$ cat src/rtl/mips_pkg.sv
// Shared MIPS front-end constants: instruction width, reset PC and PC stepping.
package mips_pkg;

  localparam int          INSTR_WIDTH      = 32;
  localparam logic [31:0] RESET_PC_DEFAULT = 32'h0000_0000;
  localparam logic [31:0] PC_INCR          = 32'd4;

  typedef logic [31:0] pc_t;

  // Branch targets are word-aligned by dropping the byte offset.
  function automatic pc_t align_pc(input pc_t pc);
    return {pc[31:2], 2'b00};
  endfunction

endpackage

$ cat src/rtl/fetch_stage_if.sv
// Fetch-stage bus bundle: redirect input, instruction-memory port, decode handshake.
interface fetch_stage_if
  import mips_pkg::*;
#(
  parameter int ADDR_WIDTH = 10,
  parameter int DATA_WIDTH = INSTR_WIDTH
);

  logic                  redirect_valid;
  pc_t                   redirect_pc;
  logic                  imem_en;
  logic [ADDR_WIDTH-1:0] imem_addr;
  logic [DATA_WIDTH-1:0] imem_rd_data;
  logic                  out_valid;
  logic                  out_ready;
  logic [DATA_WIDTH-1:0] out_instr;
  pc_t                   out_pc;

  modport master (
    input  redirect_valid, redirect_pc, imem_rd_data, out_ready,
    output imem_en, imem_addr, out_valid, out_instr, out_pc
  );

  modport slave (
    output redirect_valid, redirect_pc, imem_rd_data, out_ready,
    input  imem_en, imem_addr, out_valid, out_instr, out_pc
  );

endinterface

$ cat src/rtl/fetch_queue.sv
// Circular FIFO holding fetched {pc, instruction} pairs; flush empties it in one edge.
module fetch_queue #(
  parameter int WIDTH = 64,
  parameter int DEPTH = 4
) (
  input  logic                       clk,
  input  logic                       reset_b,
  input  logic                       flush,
  input  logic                       push,
  input  logic [WIDTH-1:0]           push_data,
  input  logic                       pop,
  output logic [WIDTH-1:0]           rd_data,
  output logic [$clog2(DEPTH):0]     count,
  output logic                       full,
  output logic                       empty
);

  localparam int PTR_W = $clog2(DEPTH);
  localparam int CNT_W = PTR_W + 1;
  localparam logic [PTR_W-1:0] PTR_ONE = PTR_W'(1);
  localparam logic [CNT_W-1:0] CNT_ONE = CNT_W'(1);

  logic [WIDTH-1:0] mem [DEPTH];
  logic [PTR_W-1:0] wr_ptr;
  logic [PTR_W-1:0] rd_ptr;
  logic [CNT_W-1:0] cnt;
  logic             do_push;
  logic             do_pop;

  assign full    = (cnt == CNT_W'(DEPTH));
  assign empty   = (cnt == '0);
  assign do_push = push && !full;
  assign do_pop  = pop && !empty;
  assign count   = cnt;
  assign rd_data = mem[rd_ptr];

  always_ff @(posedge clk or negedge reset_b) begin
    if (!reset_b) begin
      wr_ptr <= '0;
      rd_ptr <= '0;
      cnt    <= '0;
    end else if (flush) begin
      wr_ptr <= '0;
      rd_ptr <= '0;
      cnt    <= '0;
    end else begin
      if (do_push) wr_ptr <= wr_ptr + PTR_ONE;
      if (do_pop)  rd_ptr <= rd_ptr + PTR_ONE;
      case ({do_push, do_pop})
        2'b10:   cnt <= cnt + CNT_ONE;
        2'b01:   cnt <= cnt - CNT_ONE;
        default: cnt <= cnt;
      endcase
    end
  end

  // Storage carries data only; occupancy and pointers decide what is live.
  always_ff @(posedge clk) begin
    if (do_push && !flush) mem[wr_ptr] <= push_data;
  end

endmodule

$ cat src/rtl/fetch_stage.sv
// Instruction fetch: credit-limited sequential fetch into a small queue, with redirect flush.
module fetch_stage
  import mips_pkg::*;
#(
  parameter int          ADDR_WIDTH  = 10,
  parameter int          DATA_WIDTH  = INSTR_WIDTH,
  parameter int          QUEUE_DEPTH = 4,
  parameter logic [31:0] RESET_PC    = RESET_PC_DEFAULT
) (
  input  logic          clk,
  input  logic          reset_b,
  fetch_stage_if.master bus
);

  localparam int CNT_W = $clog2(QUEUE_DEPTH) + 1;
  localparam int ENT_W = 32 + DATA_WIDTH;

  pc_t              fetch_pc;
  pc_t              pc_p1;
  logic             vld_p1;
  logic             issue;
  logic             push;
  logic             pop;
  logic [CNT_W-1:0] q_count;
  logic             q_full;
  logic             q_empty;
  logic [ENT_W-1:0] q_head;

  // Credit counts only registered state, so out_ready never reaches imem_en.
  always_comb begin
    issue = 1'b0;
    if (reset_b && !bus.redirect_valid && !q_full) begin
      issue = (int'(q_count) + int'(vld_p1)) < QUEUE_DEPTH;
    end
  end

  assign push = vld_p1 && !bus.redirect_valid;
  assign pop  = !q_empty && bus.out_ready;

  // ---- stage 0: issue to instruction memory ----
  always_ff @(posedge clk or negedge reset_b) begin
    if (!reset_b) begin
      fetch_pc <= RESET_PC;
      vld_p1   <= 1'b0;
    end else begin
      vld_p1 <= issue;
      if (bus.redirect_valid) begin
        fetch_pc <= align_pc(bus.redirect_pc);
      end else if (issue) begin
        fetch_pc <= fetch_pc + PC_INCR;
      end
    end
  end

  always_ff @(posedge clk) begin
    if (issue) pc_p1 <= fetch_pc;
  end

  // ---- stage 1: memory response enters the queue ----
  fetch_queue #(
    .WIDTH (ENT_W),
    .DEPTH (QUEUE_DEPTH)
  ) u_queue (
    .clk       (clk),
    .reset_b   (reset_b),
    .flush     (bus.redirect_valid),
    .push      (push),
    .push_data ({pc_p1, bus.imem_rd_data}),
    .pop       (pop),
    .rd_data   (q_head),
    .count     (q_count),
    .full      (q_full),
    .empty     (q_empty)
  );

  assign bus.imem_en   = issue;
  assign bus.imem_addr = fetch_pc[ADDR_WIDTH+1:2];
  assign bus.out_valid = !q_empty;

  // Head fields read as zero whenever nothing is queued, including during reset.
  assign bus.out_pc    = q_empty ? '0 : q_head[DATA_WIDTH +: 32];
  assign bus.out_instr = q_empty ? '0 : q_head[DATA_WIDTH-1:0];

endmodule

$ cat src/flat_wrapper.sv
// flat-port wrapper written by rule: the top's interface ports become plain ports
module fetch_stage_flat import mips_pkg::*;
#(
  parameter int          ADDR_WIDTH  = 10,
  parameter int          DATA_WIDTH  = INSTR_WIDTH,
  parameter int          QUEUE_DEPTH = 4,
  parameter logic [31:0] RESET_PC    = RESET_PC_DEFAULT
)
  (clk, reset_b, bus_redirect_valid, bus_redirect_pc, bus_imem_rd_data, bus_out_ready, bus_imem_en, bus_imem_addr, bus_out_valid, bus_out_instr, bus_out_pc);
  fetch_stage_if #(.ADDR_WIDTH(ADDR_WIDTH), .DATA_WIDTH(DATA_WIDTH)) bus_i ();
  input  logic clk;
  input  logic reset_b;
  input wire logic [$bits(bus_i.redirect_valid)-1:0] bus_redirect_valid;
  input wire logic [$bits(bus_i.redirect_pc)-1:0] bus_redirect_pc;
  input wire logic [$bits(bus_i.imem_rd_data)-1:0] bus_imem_rd_data;
  input wire logic [$bits(bus_i.out_ready)-1:0] bus_out_ready;
  output wire logic [$bits(bus_i.imem_en)-1:0] bus_imem_en;
  output wire logic [$bits(bus_i.imem_addr)-1:0] bus_imem_addr;
  output wire logic [$bits(bus_i.out_valid)-1:0] bus_out_valid;
  output wire logic [$bits(bus_i.out_instr)-1:0] bus_out_instr;
  output wire logic [$bits(bus_i.out_pc)-1:0] bus_out_pc;
  assign bus_i.redirect_valid = bus_redirect_valid;
  assign bus_i.redirect_pc = bus_redirect_pc;
  assign bus_i.imem_rd_data = bus_imem_rd_data;
  assign bus_i.out_ready = bus_out_ready;
  assign bus_imem_en = bus_i.imem_en;
  assign bus_imem_addr = bus_i.imem_addr;
  assign bus_out_valid = bus_i.out_valid;
  assign bus_out_instr = bus_i.out_instr;
  assign bus_out_pc = bus_i.out_pc;
  fetch_stage #(.ADDR_WIDTH(ADDR_WIDTH), .DATA_WIDTH(DATA_WIDTH), .QUEUE_DEPTH(QUEUE_DEPTH), .RESET_PC(RESET_PC)) u_core (.clk(clk), .reset_b(reset_b), .bus(bus_i));
endmodule
$ cat config.mk
export PLATFORM = sky130hd
export DESIGN_NAME = fetch_stage_flat
export DESIGN_NICKNAME = d
export VERILOG_FILES = /design/src/rtl/mips_pkg.sv /design/src/rtl/fetch_stage_if.sv /design/src/rtl/fetch_queue.sv /design/src/rtl/fetch_stage.sv /design/src/flat_wrapper.sv
export SDC_FILE = /design/constraint.sdc
export NUM_CORES = 1
export LEC_CHECK = 0
export BUFFER_PORTS_ARGS = -buffer_cell sky130_fd_sc_hd__buf_4
export CORE_MARGIN = 2
export CORE_UTILIZATION = 35
export DETAILED_ROUTE_END_ITERATION = 10
export PLACE_DENSITY = 0.49
export SYNTH_ARGS = -nofsm -noshare
export SYNTH_HDL_FRONTEND = slang
export SYNTH_SLANG_ARGS = --single-unit
export TNS_END_PERCENT = 30
$ cat constraint.sdc
create_clock -name clk -period 3.4 [get_ports clk]
set_clock_uncertainty 0.2 [all_clocks]
set_input_delay 0.34 -clock clk [delete_from_list [all_inputs] [get_ports clk]]
set_output_delay 0.34 -clock clk [all_outputs]
set_load 0.05 [all_outputs]
---- Yosys cells after proc, flatten, opt, wreduce, memory -nomap -nowiden ----
Memories as Yosys holds them, arrays and structs flattened.
Index checks and enable logic that the tools add are counted.
cells by class
  eq/ne operators ......................... 3
  $lt $le $gt $ge ......................... 1
  reduce and logical (&&, ||, !) cells .... 15
  $add $sub $neg .......................... 6
  muxes and demuxes ....................... 13
operator list
  cell                   count
  $mux 32                4
  $add 32x3->32 const B  1
  $lt 32x4->1 const B    1
  $mux 2                 4
  $logic_and 1x1->1      7
  $pmux 3 s2             1
  $reduce_bool 2->1      3
  $add 2x1->2 const B    2
  $add 3x1->4            1
  $add 3x1->3 const B    1
  $eq 3x3->1 const B     1
  $logic_not 1->1        3
  $logic_not 3->1        1
  $mux 1                 3
  $mux 3                 1
  $reduce_bool 3->1      1
  $sub 3x1->3 const B    1
  $eq 2x1->1 const B     1
  $eq 2x2->1 const B     1
word-level totals
  bits of input ports ..................... 68
  output and inout bits ................... 76
  bits in registers ....................... 72
  memory bits (writable) .................. 256
  memories ................................ 1
memories
  memory              depth  width  rd ports  clocked after Yosys merged registers in  wr ports  line               text
  u_core.u_queue.mem  4      64     1         0                                        1         fetch_queue.sv:23  logic [WIDTH-1:0] mem [DEPTH];

---- Depth between registers and ports, before layout ----
Gate-level depths: netlist (run 1).
  depth after elaboration ................. 7
  mapped depth ............................ 7

---- Modules after synthesis ----
A second synthesis (run 1) with hierarchy kept.
unflattened totals
  cells, all modules ...................... 729
  area total of the unflattened synthesis .. 13066.3 um^2
by module, submodules not included
  module       area an instance (um^2)  cells each  times used
  fetch_queue  9781.9                   398         1
  fetch_stage  3284.4                   331         1

---- Least setup slack after synthesis (run 1) ----
OpenSTA, ideal clock, no wires.
  path type ............................... flip-flop to flip-flop
  start point ............................. register u_core.u_queue.cnt[2], in the netlist u_core.u_queue.count[2]
  end point ............................... register u_core.fetch_pc[20]
  slack ................................... 0.306 ns
  arrival ................................. 2.749 ns
  clock period less this slack ............ 3.094 ns
  cell stages (with the launch flop) ...... 7
  path buffers ............................ 1
  setup time .............................. 0.146 ns
  required time ........................... 3.054 ns
  cell sequence ........................... dfrtp_1 -> nor2_1 -> nand3_1 -> inv_1 -> buf_1 -> a311o_1 -> o311ai_0
on the way
  cells in the longest elaborated chain, start to end .. 5
  elaborated cells between the ends (all ways) .. 7
  classes of those cells .................. add/sub (1); order compare (1); eq/ne (1); mux (1); reduce/logical (3)
ends and longest elaborated chain
  element                                                              line                text
  start: declaration                                                   fetch_queue.sv:26   logic [CNT_W-1:0] cnt;
  start signal: assignment                                             fetch_queue.sv:50   2'b10: cnt <= cnt + CNT_ONE;
  start signal: assignment                                             fetch_queue.sv:51   2'b01: cnt <= cnt - CNT_ONE;
  start signal: assignment                                             fetch_queue.sv:52   default: cnt <= cnt;
  parallel branches: the longest is 3 deep, another holds $lt 32x4->1  --
  $mux 1 (*)                                                           fetch_stage.sv:32   if (reset_b && !bus.redirect_valid && !q_full) begin
  named net bus_imem_en                                                flat_wrapper.sv:17  output wire logic [$bits(bus_i.imem_en)-1:0] bus_imem_en;
  $reduce_bool 2->1 (no line) (*)                                      --
  end signal: assignment                                               fetch_stage.sv:48   fetch_pc <= align_pc(bus.redirect_pc);
  end signal: assignment                                               fetch_stage.sv:50   fetch_pc <= fetch_pc + PC_INCR;
  end: declaration                                                     fetch_stage.sv:18   pc_t fetch_pc;
Mark *: on every way through the listed nets, which the timed path passes.
A chain may end at the register's enable or synchronous reset.

---- Final worst setup path (run 1) ----
  start point ............................. register u_core.u_queue.rd_ptr[0]
  end point ............................... output bus_out_instr[26]
on the way
  cells in the longest elaborated chain, start to end .. 2
ends and longest elaborated chain
  element                   line                text
  start: declaration        fetch_queue.sv:25   logic [PTR_W-1:0] rd_ptr;
  start signal: assignment  fetch_queue.sv:48   if (do_pop) rd_ptr <= rd_ptr + PTR_ONE;
  $mem_v2 4x64              --
  $mux 32                   fetch_stage.sv:82   assign bus.out_instr = q_empty ? '0 : q_head[DATA_WIDTH-1:0];
  end: declaration          flat_wrapper.sv:20  output wire logic [$bits(bus_i.out_instr)-1:0] bus_out_instr;
No other way between the ends.

==> results of run 1 <==
sequential cells by signal, summed over array words and instances (netlist names):
register	flops
u_core.pc_p1	30
u_core.vld_p1	1
u_core.u_queue.count	3
u_core.fetch_pc	30
u_core.u_queue.wr_ptr	2
u_core.u_queue.rd_ptr	2
u_core.u_queue.mem	248
routing by layer:
layer	track usage (%)	up-vias	share of wire, %
met4	4.80	0	2.5
met5	0	-	0
met2	23.9	252	47
li1	-	3182	-
met3	2.89	40	6.1
met1	20.0	3521	44
path summary, 6_finish.rpt:
kind | start | endpoint | slack (ps) | depth (start not counted)
max | u_core.u_queue.rd_ptr[0] | bus_out_instr[26] | 370 | 4
min | bus_redirect_valid | u_core.u_queue.wr_ptr[0] | 100 | 2
max reg2reg | u_core.fetch_pc[2] | u_core.fetch_pc[28] | 720 | 6
min reg2reg | u_core.pc_p1[26] | u_core.u_queue.mem[0][58] | 300 | 0
max in group asynchronous | reset_b | u_core.u_queue.rd_ptr[0] | 2300 | 3
min in group asynchronous | reset_b | u_core.fetch_pc[6] | 290 | 3
critical path: cells and delay by family, from the launching register on:
family,cells,cell delay [ps]
flops,1,740
mux,1,520
simple gates,1,200
buf+inv,2,500
area by class of cell:
class,count,area share [%]
flip-flops and latches,316,57.7
inverters,10,0.233
well taps,461,3.58
clock inverters,16,1.58
repair buffers,217,11.6
multi-input cells,331,19.3
clock buffers,45,5.93
kinds of logic (layout without fill, tap and decap cells):
group                      after synthesis  count (layout)  synth area share, %
AOI/OAI and AO/OA                       59              59                 3.37
xor gates and xnor gates                 7               7                0.484
adders and majority gates                6               6                0.653
buffers and inverters                   56             288                 2.09
DFF                                    316             316                 73.5
muxes                                   70              70                 11.7
other                                    1               2               0.0296
and+or+nand+nor                        187             187                 8.24
synthesized netlist by cell type, drive strengths merged:
cell / count / share of area [%]
xnor2: 3 / 0.21
xor2: 4 / 0.28
o21ai: 18 / 0.71
a22oi: 4 / 0.24
a221o: 13 / 1.0
or3: 4 / 0.20
o31ai: 1 / 0.059
ha: 5 / 0.49
buf: 21 / 1.0
a311oi: 1 / 0.069
a31oi: 2 / 0.099
nand4: 11 / 0.59
nand3b: 1 / 0.059
and2: 66 / 3.3
and3b: 1 / 0.069
a21o: 4 / 0.24
mux2i: 8 / 0.63
nand2b: 5 / 0.25
nand2: 25 / 0.74
a32oi: 1 / 0.069
and3: 4 / 0.20
nor3: 7 / 0.28
nor3b: 3 / 0.18
nor2: 25 / 0.74
o21a: 1 / 0.059
edfxtp: 278 / 66
nor4: 7 / 0.51
o211ai: 3 / 0.18
a21oi: 4 / 0.16
o311ai: 3 / 0.21
a21boi: 1 / 0.059
nand3: 25 / 0.99
inv: 10 / 0.30
o22ai: 1 / 0.049
a311o: 1 / 0.079
conb: 1 / 0.030
nor2b: 2 / 0.099
and4: 1 / 0.069
mux4: 62 / 11
dfrtp: 38 / 7.5
fa: 1 / 0.16
a211o: 1 / 0.069
clkbuf: 25 / 0.74
report_power, final:
part           switching (mW)  total [mW]  leakage (nW)  internal, mW
Clock                    1.44        3.96         0.583          2.51
Combinational            2.89        4.50          2.05          1.61
Sequential              0.306        4.84          2.99          4.53
through the flow:
| stage | power [mW] | hold WS (ps) | cell area [um2] | utilization (%) |
|---|---|---|---|---|
| after floorplan | 8.00 | -156 | 12700 | - |
| after global placement | 9.41 | 264 | 14300 | 40.1 |
| after detailed placement | 9.46 | 278 | 14300 | 40.1 |
| after CTS | 13.5 | 73.1 | 16100 | 45.3 |
| after global routing | 13.9 | 110 | 16100 | 45.3 |
| final | 13.3 | 103 | 16100 | 45.3 |
cell usage in the layout (no fill, tap or decap), drive strengths merged, types with 10 or more instances in the layout:
master / Yosys / final
nor2: 25 / 25
a221o: 13 / 13
dfrtp: 38 / 38
clkbuf: 25 / 45
nand4: 11 / 11
o21ai: 18 / 18
mux4: 62 / 62
nand2: 25 / 25
inv: 10 / 10
buf: 21 / 153
nand3: 25 / 25
edfxtp: 278 / 278
dlygate4sd3: 0 / 64
and2: 66 / 66
==> flow_summary.toml, run 1 <==
[status]
status = "finished, final reports clean"

[floorplanning]
core_area_um2 = 35600
start_util_pct = 35.6
pin_count = 144
die_h_um = 194
rows = 69
die_area_um2 = 37700
die_w_um = 194

[clock_network]
htree_levels = 2
cts_tree = "built"
cts-resized-gates = 0
clk_latency_ps = 510
clock_path_buffers = 3
cts_sinks = 316
postCtsHoldBufs = 64
post-cts-setup-buffers = 0
clk_pin_slew_ps = 60
tritoncts.num_buffers = 36
cts-root-buf = "clkbuf_16"

[final_layout]
fin_nets = 986
drive_above_1_share_pct = 29.4
multi_input_area_um2 = 3110
fin_cells = 1396
areaGrowthSynthToFinish_pct = 27.3
fillerInstances = 3106
regArea_um2 = 9310
diodes = 0

[power_and_ir_drop]
p_leak_nw = 5.62
ir_drop_mv = 0.452
p_per_area_nw_per_um2 = 825

[critical_path]
slowest_delay_ps = 740
cp-end-kind = "output pin"
cp-start-kind = "register"
cp.required_ps = 2860
cp_slowest_cell = "dfrtp_4"
path_cells = "buf_12 > mux4_2 > and2_1 > buf_4"
crit_type = "reg -> out"
cp.arrival_ps = 2490
crit_fanout = 27

[synth]
syn_area_per_cell_um2 = 18.0
synth_seq_cells = 316
ys_seq_area_share_pct = 73.5
yosys_warnings = 0
synthCells = 702
ys_types = 48
mappedNetlistArea_um2 = 12700

[sta]
rsz0062_at_grt = "false"
min_period_over_period_pct = 89.1
setup_ws_ps = 369
tightest_slew_ps = 1310
setup_viol = 0
slew_violations = 0
slew_headroom_pct = 12.7
layout_min_cycle_time_ps = 3030
hold_viol = 0
timing.fmax_mhz = 330
tns_ps = 0

[placement]
hpwl_um = 16800
dp_cells = 1271
io_buffer_count = 139
place_ws_ps = 716
gp_congestion = 0.814

[hold_path]
hp-class = "in -> reg"

[job]
maxCapViolations = 0

[drt]
vias = 6995
routed_via_density = 5.01
drt_iter0_drc = 531
drc_errors = 0
wl_um = 27700
ant_nets = 0
dr.pass1.iters = 5
wl_per_cell_um = 19.8

[global_route]
grt_pass1_wl_um = 43000
grt_max_degree = 63
gr-total-overflow = 0
antenna_found_initial = 0
groute.usage.overall_pct = 14.8
grt_pass1_vias = 7388
Power figures use the tool's default switching activity.
==> run 2, diff against run 1 <==
Settings changed: PLACE_DENSITY 0.49 to not set, PLACE_DENSITY_LB_ADDON set to 0.15.
==> flow_summary.toml, run 2 (synthesis gave the netlist of run 1 again) <==
[final_layout]
layout.cells.most_common = "edfxtp_1"
largest_register_ffs = 248
drive_above_1_share_pct = 29.4
fin_nets = 992
fin_util_pct = 45.2
areaGrowthSynthToFinish_pct = 27.0
final_cell_mix = "edfxtp_1 (278), buf_4 (152), dlygate4sd3_1 (64)"
fillerInstances = 3129
reg_top3 = "u_core.u_queue.mem x248, u_core.fetch_pc x30, u_core.pc_p1 x30"
regMostFlops = "u_core.u_queue.mem"

[drt]
wl_met2_um = 13700
wl_per_cell_um = 20.1
met1_length_um = 12400
dr.pass1.iters = 5
vias = 7076
routed.top_layer = "met4"
drt_iter0_drc = 451
ant_nets = 0
drc_errors = 0
wl_um = 28300
routed_via_density = 5.03
wl_met3_um = 1610

[clock_network]
clk_latency_ps = 510
clock_path_buffers = 3
cts-root-buf = "clkbuf_16"
cts-resized-gates = 0
clk_pin_slew_ps = 60
cts_tree = "built"
htree_levels = 2
cts_sinks = 316
tritoncts.num_buffers = 37

[floorplanning]
die_h_um = 194
die_w_um = 194
rows = 69
pin_count = 144
start_util_pct = 35.6
die_area_um2 = 37700
core_area_um2 = 35600

[power_and_ir_drop]
power.total_mw = 13.0
p_leak_nw = 5.62
ir_drop_mv = 0.555
p_per_area_nw_per_um2 = 810

[critical_path]
crit_type = "reg -> out"
crit_fanout = 19
cp-end-kind = "output pin"
cp-start-kind = "register"
cp.arrival_ps = 2500
cp.required_ps = 2860

[sta]
layout_min_cycle_time_ps = 3040
rsz0062_at_grt = "false"
tns_ps = 0
setup_ws_ps = 360
slew_violations = 0
slew_headroom_pct = 56.3
setup_viol = 0
min_period_over_period_pct = 89.4
tightest_slew_ps = 655
whs_ps = 107
timing.fmax_mhz = 329
hold_viol = 0

[global_route]
grt_pass1_wl_um = 44300
gr-total-overflow = 0
antenna_found_initial = 1
groute.usage.overall_pct = 15.1
grt_max_degree = 49
grt_pass1_vias = 7579

[placement]
io_buffer_count = 139
gp_congestion = 0.790
hpwl_um = 17600
place_ws_ps = 769

[hold_path]
hp-class = "in -> reg"

[status]
status = "finished, final reports clean"

[job]
maxCapViolations = 0
[run 2: changes by cell type in the layout (fill, tap and decap cells not counted), sizes merged]
cell and change:
diode +1, inv +1, clkbuf +6, bufinv -5, clkinv +4, clkinvlp -1
buf +5
[run 2: area by class of cell]
cell class	count	area, um2	area share [%]
clock buffer	51	1020	6.35
antenna	1	2.50	0.0156
tap	461	577	3.59
inverter	10	37.5	0.233
multi-input combinational	331	3110	19.3
timing repair buffer	222	1900	11.8
clock inverter	15	123	0.763
sequential	316	9310	57.9
[run 2: worst paths after layout]
kind | slack [ps] | cells after the start | end | start
worst max-delay path | 360 | 4 | bus_out_instr[3] | u_core.u_queue.rd_ptr[0]
worst min-delay path | 110 | 2 | u_core.u_queue.rd_ptr[1] | bus_redirect_valid
worst max register to register | 700 | 6 | u_core.fetch_pc[28] | u_core.fetch_pc[3]
worst min register to register | 280 | 0 | u_core.u_queue.mem[2][43] | u_core.pc_p1[11]
max in group asynchronous | 2310 | 3 | u_core.u_queue.rd_ptr[1] | reset_b
min in group asynchronous | 290 | 3 | u_core.fetch_pc[22] | reset_b
[run 2: worst max-delay path, cell delays in order (launching register included)]
cell     delay (ps)
dfrtp_4         710
buf_4           360
mux4_2          550
and2_1          180
buf_4           190
[run 2: where the power goes]
part           total, mW  internal (mW)  switching (mW)  leakage (nW)
clock network       3.70           2.25            1.45         0.554
registers           4.84           4.53           0.309          2.99
logic               4.49           1.61            2.88          2.07
total               13.0           8.39            4.64          5.62
[run 2: routing by layer]
metal	GRT usage (%)	up-vias
met5	0	-
met4	3.54	0
met3	2.85	41
met2	25.1	226
met1	20.7	3608
li1	-	3201
[run 2: through the flow]
stage / cell area (um2) / instances
global route: 16100 / 1407
detailed placement: 14300 / 1276
global placement: 14300 / 1276
floorplan: 12700 / 703
CTS: 16100 / 1406
finish: 16100 / 1407
[run 2: what timing repair did]
action                    in CTS  in global routing
setup buffers                  0                  0
hold buffers                  64                  0
hold endpoints to repair     197                  0
==> run 3, diff against run 2 <==
--- a/config.mk
+++ b/config.mk
@@ -10,5 +10,5 @@
 export CORE_UTILIZATION = 35
 export DETAILED_ROUTE_END_ITERATION = 10
-export PLACE_DENSITY_LB_ADDON = 0.15
+export PLACE_DENSITY = 0.61
 export SYNTH_ARGS = -nofsm -noshare
 export SYNTH_HDL_FRONTEND = slang
==> constraint.sdc (replaced) <==
create_clock -name clk -period 3.4 [get_ports clk]
set_clock_uncertainty 0.2 [all_clocks]
set_input_delay 0.17 -clock clk [delete_from_list [all_inputs] [get_ports clk]]
set_output_delay 0.17 -clock clk [all_outputs]
set_load 0.05 [all_outputs]
==> flow_summary.toml, run 3 (synthesis gave the netlist of run 1 again) <==
[placement]
placed_area_um2 = 14300
gp_congestion = 0.794
io_buffer_count = 139
hpwl_um = 16800

[critical_path]
cp-start-kind = "register"
slowest_delay_ps = 770
path_cells = "buf_12 > mux4_2 > and2_1 > buf_4"
critical-path-top-delay-family = "flip-flops"
crit_fanout = 26
cp_slowest_cell = "dfrtp_4"
worstSetupPathDepth = 4
cp-end-kind = "output pin"
r2r_start = "u_core.fetch_pc[3]"
cp.arrival_ps = 2520
crit_type = "reg -> out"
startpoint = "u_core.u_queue.rd_ptr[0]"
cp.required_ps = 3030
path_buf_inv = 2
r2r_cells = 6

[final_layout]
fin_nets = 995
largest_register_ffs = 248
diodes = 0
regMostFlops = "u_core.u_queue.mem"
areaGrowthSynthToFinish_pct = 28.1
drive_above_1_share_pct = 30.3
final_area_um2 = 16200
fin_util_pct = 45.6
reg_top3 = "u_core.u_queue.mem x248, u_core.fetch_pc x30, u_core.pc_p1 x30"
final_cell_mix = "edfxtp_1 (278), buf_4 (153), dlygate4sd3_1 (68)"
layout.cells.most_common = "edfxtp_1"

[job]
maxCapViolations = 0

[sta]
setup_viol = 0
tightest_slew_ps = 709
layout_min_cycle_time_ps = 2890
min_period_over_period_pct = 84.9
tns_ps = 0
slew_headroom_pct = 52.7
slew_violations = 0
hold_viol = 0
rsz0062_at_grt = "false"
timing.fmax_mhz = 346

[global_route]
grt_max_degree = 65
grt_pass1_wl_um = 42700
groute.usage.overall_pct = 14.7
antenna_found_initial = 0
gr-total-overflow = 0
grt_pass1_vias = 7253

[floorplanning]
start_util_pct = 35.6
rows = 69
die_h_um = 194
pin_count = 144
die_w_um = 194
core_area_um2 = 35600
die_area_um2 = 37700

[drt]
drc_errors = 0
vias = 7034
wl_um = 27800
routed_via_density = 5.00
drt_iter0_drc = 492
dr.pass1.iters = 5
wl_per_cell_um = 19.7
ant_nets = 0

[clock_network]
post-cts-setup-buffers = 0
cts_sinks = 316
tritoncts.num_buffers = 35
cts_tree = "built"
clock_path_buffers = 3
clk_pin_slew_ps = 60
cts-root-buf = "clkbuf_16"
clk_latency_ps = 510
cts-resized-gates = 0
htree_levels = 2

[hold_path]
hp-class = "in -> async"

[power_and_ir_drop]
p_leak_nw = 5.68
ir_drop_mv = 0.601
power.total_mw = 13.3
p_per_area_nw_per_um2 = 823

[status]
status = "finished, final reports clean"
[run 3: cell count changes in the layout (fill, tap and decap cells not counted)]
cell,change
clkinv_2,+3
diode_2,-1
buf_4,+1
clkbuf_1,-7
clkinv_4,+1
dlygate4sd3_1,+4
bufinv_16,+5
clkinv_1,-4
clkbuf_16,-2
clkinvlp_4,+1
[run 3: worst min-delay path, stage by stage]
cell	delay, ps
dlygate4sd3_1	550
buf_4	130
buf_4	450
[run 3: layer usage]
layer	share of wire, %	vias up	track usage [%]
li1	-	3199	-
met1	45	3593	20.0
met2	49	198	24.3
met3	5.0	44	2.70
met4	1.9	0	3.73
met5	0	-	0
[run 3: final cells by class]
type                       count  area (um2)
fill                        3085       19400
sequential                   316        9310
multi-input combinational    331        3110
timing repair buffer         227        1950
clock buffer                  42         945
tap                          461         577
clock inverter                21         289
inverter                      10        37.5
[run 3: final timing paths]
check                                                  to  slack (ps)
worst max-delay path                    bus_out_instr[11]         510
worst min-delay path                  u_core.fetch_pc[22]         150
worst max register to register        u_core.fetch_pc[28]         760
worst min register to register  u_core.u_queue.mem[1][38]         290
max in group asynchronous        u_core.u_queue.rd_ptr[0]        2430
min in group clk                 u_core.u_queue.mem[2][5]         200
[run 3: metrics by stage]
step,instances,setup WS (ps),hold slack (ps)
2_1_floorplan,703,306,-326
3_3_place_gp,1277,913,119
3_5_place_dp,1277,837,116
4_1_cts,1408,424,143
5_1_grt,1408,351,178
6_report,1408,512,149
[run 3: repair_timing]
action,4_1_cts,5_1_grt
endpoints found under the setup margin,0,0
hold buffers,68,0
endpoints found under the hold margin,203,0
[run 3: power by group]
part           leakage, nW  total (mW)  switching (mW)  internal [mW]
Clock                0.602        4.00            1.48           2.52
Combinational         2.09        4.48            2.87           1.61
Sequential            2.99        4.86           0.335           4.53
